==> src/rtl/ifid_pipe_ctrl_pkg.sv <==
// Shared pipeline definitions for the IF/ID/EX front end: NOP encoding,
// default reset PC, control-bundle width, register-ID width and the
// stall/flush FSM state encoding.
package ifid_pipe_ctrl_pkg;

   localparam int          CTRL_W_DEF    = 10;
   localparam int          REG_W         = 5;
   localparam int          MAX_STALL_DEF = 4;
   localparam logic [31:0] RESET_PC_DEF  = 32'h0000_0000;
   localparam logic [31:0] NOP_INSTR     = 32'h0000_0000;

   typedef enum logic [1:0] {
      RUN   = 2'd0,
      STALL = 2'd1,
      FLUSH = 2'd2
   } pipe_state_t;

   // Three-bit increment that sticks at 7 instead of wrapping.
   function automatic logic [2:0] sat_inc3(input logic [2:0] v);
      return (v == 3'd7) ? v : v + 3'd1;
   endfunction

endpackage

==> src/rtl/ifid_pipe_ctrl_stall_fsm.sv <==
// Stall/flush tracking FSM for ifid_pipe_ctrl.
// Holds the pipeline state, the saturating consecutive-stall counter and the
// sticky stall_timeout flag. With STALL_PERF_EN defined it also keeps
// free-running counts of cycles spent in STALL and FLUSH.
module ifid_stall_fsm
   import ifid_pipe_ctrl_pkg::*;
#(
   parameter int MAX_STALL = MAX_STALL_DEF
)(
   input  logic        clk,
   input  logic        rst_n,
   input  logic        hazard_mux,
   input  logic        flush,
   output logic [1:0]  state,
`ifdef STALL_PERF_EN
   output logic [31:0] stall_cycles,
   output logic [31:0] flush_cycles,
`endif
   output logic        stall_timeout
);

   localparam logic [2:0] MAX_CNT = 3'(MAX_STALL);

   pipe_state_t state_reg, state_next;
   logic [2:0]  stall_cnt_reg, stall_cnt_next;
   logic        timeout_reg, timeout_next;

   // Next state depends only on this cycle's controls: flush wins over stall,
   // and the count covers the cycle being entered so the flag lands on the
   // same edge as the MAX_STALL-th consecutive stall.
   always_comb begin
      state_next     = RUN;
      stall_cnt_next = 3'd0;
      timeout_next   = timeout_reg;
      if (flush) begin
         state_next = FLUSH;
      end else if (hazard_mux) begin
         state_next = STALL;
      end
      if (state_next == STALL) begin
         stall_cnt_next = sat_inc3(stall_cnt_reg);
      end
      if (stall_cnt_next >= MAX_CNT) begin
         timeout_next = 1'b1;
      end
   end

   // State, stall counter and sticky timeout registers.
   always_ff @(posedge clk or negedge rst_n) begin
      if (!rst_n) begin
         state_reg     <= RUN;
         stall_cnt_reg <= 3'd0;
         timeout_reg   <= 1'b0;
      end else begin
         state_reg     <= state_next;
         stall_cnt_reg <= stall_cnt_next;
         timeout_reg   <= timeout_next;
      end
   end

   assign state         = state_reg;
   assign stall_timeout = timeout_reg;

`ifdef STALL_PERF_EN
   logic [31:0] stall_cycles_reg, flush_cycles_reg;

   // Cycle counters for STALL/FLUSH occupancy, wrapping at 2^32.
   always_ff @(posedge clk or negedge rst_n) begin
      if (!rst_n) begin
         stall_cycles_reg <= 32'd0;
         flush_cycles_reg <= 32'd0;
      end else begin
         if (state_next == STALL) stall_cycles_reg <= stall_cycles_reg + 32'd1;
         if (state_next == FLUSH) flush_cycles_reg <= flush_cycles_reg + 32'd1;
      end
   end

   assign stall_cycles = stall_cycles_reg;
   assign flush_cycles = flush_cycles_reg;
`endif

endmodule

==> src/rtl/ifid_pipe_ctrl.sv <==
// Front-end pipeline register control: PC, IF/ID register and the ID/EX
// control/register-ID slice. Applies load-use stalls and bubbles from the
// hazard unit and branch flushes from EX; feeds idex_rt/idex_memread back.
// Optional feature macro: STALL_PERF_EN (adds stall_cycles/flush_cycles).
module ifid_pipe_ctrl
   import ifid_pipe_ctrl_pkg::*;
#(
   parameter logic [31:0] RESET_PC  = RESET_PC_DEF,
   parameter int          CTRL_W    = CTRL_W_DEF,
   parameter int          MAX_STALL = MAX_STALL_DEF
)(
   input  logic              clk,
   input  logic              rst_n,
   input  logic              pc_write,
   input  logic              ifid_write,
   input  logic              hazard_mux,
   input  logic              flush,
   input  logic [31:0]       flush_target,
   input  logic [31:0]       imem_rdata,
   input  logic [CTRL_W-1:0] id_ctrl,
   input  logic [4:0]        id_rs,
   input  logic [4:0]        id_rt,
   input  logic [4:0]        id_rd,
   output logic [31:0]       pc,
   output logic [31:0]       ifid_instr,
   output logic [31:0]       ifid_pc4,
   output logic              ifid_valid,
   output logic [CTRL_W-1:0] idex_ctrl,
   output logic [4:0]        idex_rs,
   output logic [4:0]        idex_rt,
   output logic [4:0]        idex_rd,
   output logic              idex_memread,
   output logic [1:0]        state,
`ifdef STALL_PERF_EN
   output logic [31:0]       stall_cycles,
   output logic [31:0]       flush_cycles,
`endif
   output logic              proto_err,
   output logic              stall_timeout
);

   logic [31:0]       pc_reg;
   logic [31:0]       ifid_instr_reg, ifid_pc4_reg;
   logic              ifid_valid_reg;
   logic [CTRL_W-1:0] idex_ctrl_reg;
   logic [REG_W-1:0]  idex_rs_reg, idex_rt_reg, idex_rd_reg;
   logic              proto_err_reg;
   logic [31:0]       pc_plus4;
   logic              bubble;

   // Natural 32-bit wrap: FFFF_FFFC + 4 -> 0.
   assign pc_plus4 = pc_reg + 32'd4;
   // An empty IF/ID slot also bubbles so a flushed NOP never carries stale IDs.
   assign bubble   = hazard_mux | flush | ~ifid_valid_reg;

   // PC register: redirect on flush, otherwise advance only when enabled.
   always_ff @(posedge clk or negedge rst_n) begin
      if (!rst_n) begin
         pc_reg <= RESET_PC;
      end else if (flush) begin
         pc_reg <= flush_target;
      end else if (pc_write) begin
         pc_reg <= pc_plus4;
      end
   end

   // IF/ID register: flush squashes to NOP, enable loads, otherwise hold.
   always_ff @(posedge clk or negedge rst_n) begin
      if (!rst_n) begin
         ifid_instr_reg <= NOP_INSTR;
         ifid_pc4_reg   <= 32'd0;
         ifid_valid_reg <= 1'b0;
      end else if (flush) begin
         ifid_instr_reg <= NOP_INSTR;
         ifid_pc4_reg   <= 32'd0;
         ifid_valid_reg <= 1'b0;
      end else if (ifid_write) begin
         ifid_instr_reg <= imem_rdata;
         ifid_pc4_reg   <= pc_plus4;
         ifid_valid_reg <= 1'b1;
      end
   end

   // ID/EX slice: bubbles zero the IDs too so the hazard unit sees no false match.
   always_ff @(posedge clk or negedge rst_n) begin
      if (!rst_n) begin
         idex_ctrl_reg <= '0;
         idex_rs_reg   <= '0;
         idex_rt_reg   <= '0;
         idex_rd_reg   <= '0;
      end else if (bubble) begin
         idex_ctrl_reg <= '0;
         idex_rs_reg   <= '0;
         idex_rt_reg   <= '0;
         idex_rd_reg   <= '0;
      end else begin
         idex_ctrl_reg <= id_ctrl;
         idex_rs_reg   <= id_rs;
         idex_rt_reg   <= id_rt;
         idex_rd_reg   <= id_rd;
      end
   end

   // Sticky flag for mismatched PC/IF-ID enables outside a flush.
   always_ff @(posedge clk or negedge rst_n) begin
      if (!rst_n) begin
         proto_err_reg <= 1'b0;
      end else if ((pc_write != ifid_write) && !flush) begin
         proto_err_reg <= 1'b1;
      end
   end

   ifid_stall_fsm #(
      .MAX_STALL    (MAX_STALL)
   ) u_fsm (
      .clk          (clk),
      .rst_n        (rst_n),
      .hazard_mux   (hazard_mux),
      .flush        (flush),
      .state        (state),
`ifdef STALL_PERF_EN
      .stall_cycles (stall_cycles),
      .flush_cycles (flush_cycles),
`endif
      .stall_timeout(stall_timeout)
   );

   assign pc           = pc_reg;
   assign ifid_instr   = ifid_instr_reg;
   assign ifid_pc4     = ifid_pc4_reg;
   assign ifid_valid   = ifid_valid_reg;
   assign idex_ctrl    = idex_ctrl_reg;
   assign idex_rs      = idex_rs_reg;
   assign idex_rt      = idex_rt_reg;
   assign idex_rd      = idex_rd_reg;
   assign idex_memread = idex_ctrl_reg[0];
   assign proto_err    = proto_err_reg;

endmodule

==> config.mk <==
export PLATFORM = sky130hd
export DESIGN_NAME = ifid_pipe_ctrl
export DESIGN_NICKNAME = d
export VERILOG_FILES = /design/src/rtl/ifid_pipe_ctrl_pkg.sv /design/src/rtl/ifid_pipe_ctrl_stall_fsm.sv /design/src/rtl/ifid_pipe_ctrl.sv
export SDC_FILE = /design/constraint.sdc
export NUM_CORES = 1
export LEC_CHECK = 0
export BUFFER_PORTS_ARGS = -buffer_cell sky130_fd_sc_hd__buf_2
export CORE_MARGIN = 3
export CORE_UTILIZATION = 55
export CTS_BUF_LIST = sky130_fd_sc_hd__clkbuf_4
export CTS_CLUSTER_SIZE = 24
export DETAILED_ROUTE_END_ITERATION = 10
export PLACE_DENSITY = 0.9
export SLEW_MARGIN = 20
export SYNTH_ARGS = -nofsm -noshare
export SYNTH_HDL_FRONTEND = slang
export SYNTH_SLANG_ARGS = --single-unit
==> constraint.sdc <==
create_clock -name clk -period 4.5 [get_ports clk]
set_input_delay 0.9 -clock clk [delete_from_list [all_inputs] [get_ports clk]]
set_output_delay 0.9 -clock clk [all_outputs]
set_load 0.05 [all_outputs]
* Yosys cells after proc, flatten, opt, wreduce, memory -nomap -nowiden
Index checks and enable logic that the tools add are counted.
** Storage, ports and cells
- Register bits :: 129
- Input bits :: 95
- Output and inout port bits :: 127
- Word-level logic and storage cells :: 41
** Cells by class
- Add/sub/neg operators :: 2
- Order comparisons :: 1
- Equality and inequality tests :: 3
- Muxes and demuxes :: 16
- Bitwise logic cells :: 3
- Reduce and logical (&&, ||, !) cells :: 4
** Operators by type and width (number)
- 32-bit two-way mux :: 6
- 32-bit by 3-bit adder with 32-bit output, second input constant :: 1
- 5-bit two-way mux :: 3
- 10-bit two-way mux :: 1
- 3-bit two-way mux :: 2
- 2-bit nonzero test :: 2
- 3-bit by 1-bit adder with 3-bit output, second input constant :: 1
- 3-bit == test, second input constant :: 1
- 3-bit >= comparator, second input constant :: 1
- 1-bit two-way mux :: 3
- 2-bit by 1-bit == test with 1-bit output, second input constant :: 1
- 2-bit two-way mux :: 1
- 1-bit bitwise OR :: 2
- 1-bit logical AND :: 1
- 1-bit logical NOT :: 1
- 1-bit inequality test :: 1
- 1-bit NOT :: 1

* Longest topological paths before layout
- Depth after elaboration :: 5
- Gate-level depth with buffers :: 7

* By module
Synthesis repeated with hierarchy kept, for this count alone.
** Second synthesis, totals
- Cell total of the unflattened synthesis :: 574
- Area, all modules :: 5948.2 µm²
** By module, submodules not included
- ifid_pipe_ctrl :: times used 1, cells each 556, area an instance 5711.7 µm², sequential area each 3078.0 µm²
- ifid_stall_fsm :: times used 1, cells each 18, area an instance 236.5 µm², sequential area each 150.1 µm²

* Least setup slack after synthesis
Ideal clock, no wire load.
- Path kind :: register -> register
- Start point :: register pc_reg[2], in the netlist pc[2]
- End point :: register ifid_pc4_reg[26], in the netlist ifid_pc4[26]
- Library setup time :: 0.099 ns
- Arrival :: 2.445 ns
- Slack :: 1.955 ns
- Cell stages (with the launch flop) :: 7
- Buffers on the path :: 1
- Period minus slack after synthesis :: 2.545 ns
- Cell sequence :: dfrtp_1 > ha_1 > nand3_2 > or4_4 > buf_6 > or3_1 > a311oi_1
** On the way
- Longest elaborated chain between the ends :: 3
** Ends and longest elaborated chain
- start, declared :: line ifid_pipe_ctrl.sv:42 : logic [31:0] pc_reg;
- start signal, assigned :: line ifid_pipe_ctrl.sv:61 : pc_reg <= flush_target;
- start signal, assigned :: line ifid_pipe_ctrl.sv:63 : pc_reg <= pc_plus4;
- 32-bit by 3-bit adder with 32-bit output :: line ifid_pipe_ctrl.sv:52 : assign pc_plus4 = pc_reg + 32'd4;
- 32-bit two-way mux :: line ifid_pipe_ctrl.sv:77 : end else if (ifid_write) begin
- 32-bit two-way mux :: line ifid_pipe_ctrl.sv:73 : end else if (flush) begin
- end signal, assigned :: line ifid_pipe_ctrl.sv:79 : ifid_pc4_reg <= pc_plus4;
- end, declared :: line ifid_pipe_ctrl.sv:43 : logic [31:0] ifid_instr_reg, ifid_pc4_reg;
No other way between the ends. The select of a mux whose other input is x is not followed.
A chain may end at the register's enable or synchronous reset.

* Final worst setup path
- Start point :: register pc_reg[2], in the netlist pc[2]
- End point :: register ifid_pc4_reg[28], in the netlist ifid_pc4[28]
Same word-level chain as after synthesis.

==> flow_summary.json <==
{
  "status": "completed",
  "maxCapViolCount": 0,
  "reg2reg_depth": 5,
  "routed_via_density": 5.744,
  "crit_cells": 5,
  "rrSetupSlack_ns": 1.83,
  "synth.area.mux_share_pct": 6.547,
  "initial_utilization_pct": 57.35,
  "die_width_um": 110.5,
  "antenna_left": 0,
  "hold_viol_final": 0,
  "cp.arrival_ns": 3.12,
  "endpoint_kind": "flip-flop",
  "synth_fp_nets": 681,
  "dp_hpwl_um": 11500,
  "p_leak_nw": 3.679,
  "timing.final.crit_share_pct": 59.26,
  "worstMarginPinSlew_ns": 0.9633,
  "synth_seq_area_share_pct": 53.79,
  "max_stage_delay_ns": 0.72,
  "cts_setup_buffers": 0,
  "finalPower_mw": 2.756,
  "slew_violations": 0,
  "multiInputGateArea_sq_um": 2549,
  "async_flop_share_pct": 100.0,
  "dr.first_iter.drc_count": 429,
  "grt_pass1_vias": 5228,
  "rsz0062_at_grt": "false",
  "synthSimpleGateAreaFrac_pct": 20.91,
  "synth_most_common_cell": "dfrtp_1",
  "h-tree-depth": 4,
  "skew_ns": 0.01377,
  "die_area_sq_um": 12200,
  "cts_hold_buf": 0,
  "nFillCells": 799,
  "grt_antenna_before_repair": 0,
  "crit_required_ns": 4.95,
  "cts_tree": "yes",
  "avgSynthCellArea_sq_um": 10.28,
  "synth_top_cell_by_area": "dfrtp_1",
  "routed_wl_um": 16460,
  "cts_resized": 0,
  "grt_pass1_wl_um": 26630,
  "drc": 0,
  "synthTopCellsByCount": "dfrtp_1 (129), nor2_1 (87), mux2i_1 (37), nand2_1 (33), clkbuf_1 (31)",
  "synthXorXnorAreaFrac_pct": 3.649,
  "grt_max_degree": 100,
  "drive_gt1_share_pct": 33.79,
  "path_class": "reg2reg",
  "syn_area_sq_um": 6001,
  "critPathBufInv": 0,
  "startpoint_type": "flip-flop",
  "ys_types": 51,
  "synthToLayoutAreaGrowth_pct": 23.54,
  "final_nets": 880,
  "core-area_sq_um": 10460,
  "synth_fa_ha_area_share_pct": 0.4170,
  "grt.total_usage_pct": 27.16,
  "vdd_drop_max_uv": 297.8,
  "crit_slowest_cell": "or4_4",
  "finalSetupTns_ns": 0,
  "antenna_cells": 0,
  "cts_buffers": 17,
  "rows": 37,
  "register_area_sq_um": 3228,
  "synth_edf_count": 0,
  "dp_slack_ns": 1.877,
  "io_pins": 222,
  "place.gp.congestion": 0.8712,
  "period_needed_ns": 2.667,
  "power.density_nw_per_um2": 371.7,
  "crit_fanout": 22,
  "max_freq_ghz": 0.3750,
  "synth_top_area_share_pct": 53.79,
  "synth_top_family_by_area": "simple AND/OR/NAND/NOR gates",
  "hold_class": "in2async",
  "synthTopCellsByArea": "dfrtp_1 (54%), mux2i_1 (6.2%), nor2_1 (5.4%)",
  "slew_headroom_pct": 35.78,
  "fin_ws_ns": 1.833,
  "clock-sinks": 129,
  "insertion_delay_ns": 0.56,
  "synthFlopType": "dfrtp_1",
  "num_vias": 5353,
  "ys_ff_latch": 129,
  "dr.pass1.iters": 6,
  "clockBufferDepth": 2,
  "io_buffers": 221,
  "wl_per_cell_um": 17.66,
  "synth_compound_area_share_pct": 10.76,
  "overflow": 0,
  "die_h_um": 110.5,
  "setup_viol": 0,
  "cts_root_buf": "clkbuf_4",
  "synthCells": 584,
  "crit_chain": "ha_1 -> nand3_2 -> or4_4 -> or4_1 -> a311oi_1",
  "synth-warning-count": 0,
  "crit_family": "simple AND/OR/NAND/NOR gates",
  "clk_pin_slew_ns": 0.12
}
where the power goes:
group          total [mW]  internal, mW  switching (mW)
clock               0.814         0.343           0.471
combinational       0.626         0.165           0.460
sequential           1.32          1.23          0.0835
total                2.76          1.74            1.01
worst paths after layout:
path,startpoint,endpoint
min in group clk,proto_err$_DFFE_PN0P_,proto_err$_DFFE_PN0P_
setup reg to reg,pc[2]$_DFFE_PN0N_,ifid_pc4[28]$_DFFE_PN0P_
max in group asynchronous,rst_n,pc[31]$_DFFE_PN0N_
setup / recovery,pc[2]$_DFFE_PN0N_,ifid_pc4[28]$_DFFE_PN0P_
hold / removal,rst_n,pc[19]$_DFFE_PN0N_
hold reg to reg,proto_err$_DFFE_PN0P_,proto_err$_DFFE_PN0P_
kinds of logic (layout without fill, tap and decap cells):
logic type,Yosys count,after routing
simple gates,242,242
flops,129,129
compound gates,93,93
buf+inv,54,266
mux,39,39
xor+xnor,25,25
fa+ha+maj,2,2
cells in the final DEF, fill, tap and decap left out, drive strengths merged, types with 3 or more instances in the layout:
cell | netlist | layout
buf | 14 | 225
or4 | 24 | 24
or3 | 12 | 12
a31oi | 15 | 15
nor2 | 87 | 87
and2 | 25 | 25
a311oi | 13 | 13
inv | 8 | 13
dfrtp | 129 | 129
nand4 | 15 | 15
xnor2 | 12 | 12
clkbuf | 31 | 18
and3 | 3 | 3
nor3 | 6 | 6
nand2 | 34 | 34
o31ai | 15 | 15
xor2 | 13 | 13
clkinv | 1 | 6
o41ai | 3 | 3
nand3 | 21 | 21
mux2i | 37 | 37
and4 | 4 | 4
a211oi | 11 | 11
o21ai | 25 | 25
worst register-to-register path: stages, from the launching register on:
cell and delay (ns):
dfrtp_1 0.53, ha_1 0.33, nand3_2 0.26, or4_4 0.72, or4_1 0.45, a311oi_1 0.28
through the flow:
| stage | utilization [%] | cells | area, sq um | hold WS, ns |
|---|---|---|---|---|
| final | 70.86 | 932 | 7413 | 0.4390 |
| after global routing | 70.86 | 932 | 7413 | 0.4805 |
| after CTS | 70.80 | 932 | 7407 | 0.4659 |
| after detailed placement | 68.03 | 900 | 7118 | 0.4420 |
| after global placement | 68.03 | 900 | 7118 | 0.4396 |
| after floorplan | - | 584 | 6001 | 0.5064 |
cell type report:
type | instances | area share, %
clock inverters | 14 | 2.076
clock buffers | 18 | 1.823
multi-input cells | 401 | 34.38
flip-flops and latches | 129 | 43.54
inverters | 9 | 0.4557
repair buffers | 225 | 15.43
well taps | 136 | 2.295
layer usage:
| layer | vias to the layer above | track usage, % | share of wire [%] |
|---|---|---|---|
| met1 | 2562 | 34.74 | 39 |
| met2 | 267 | 45.51 | 51 |
| met3 | 29 | 7.068 | 8.4 |
| li1 | 2495 | - | - |
| met5 | - | 0 | 0 |
| met4 | 0 | 8.292 | 1.5 |
Note: power is estimated with default switching activity, not from simulation.
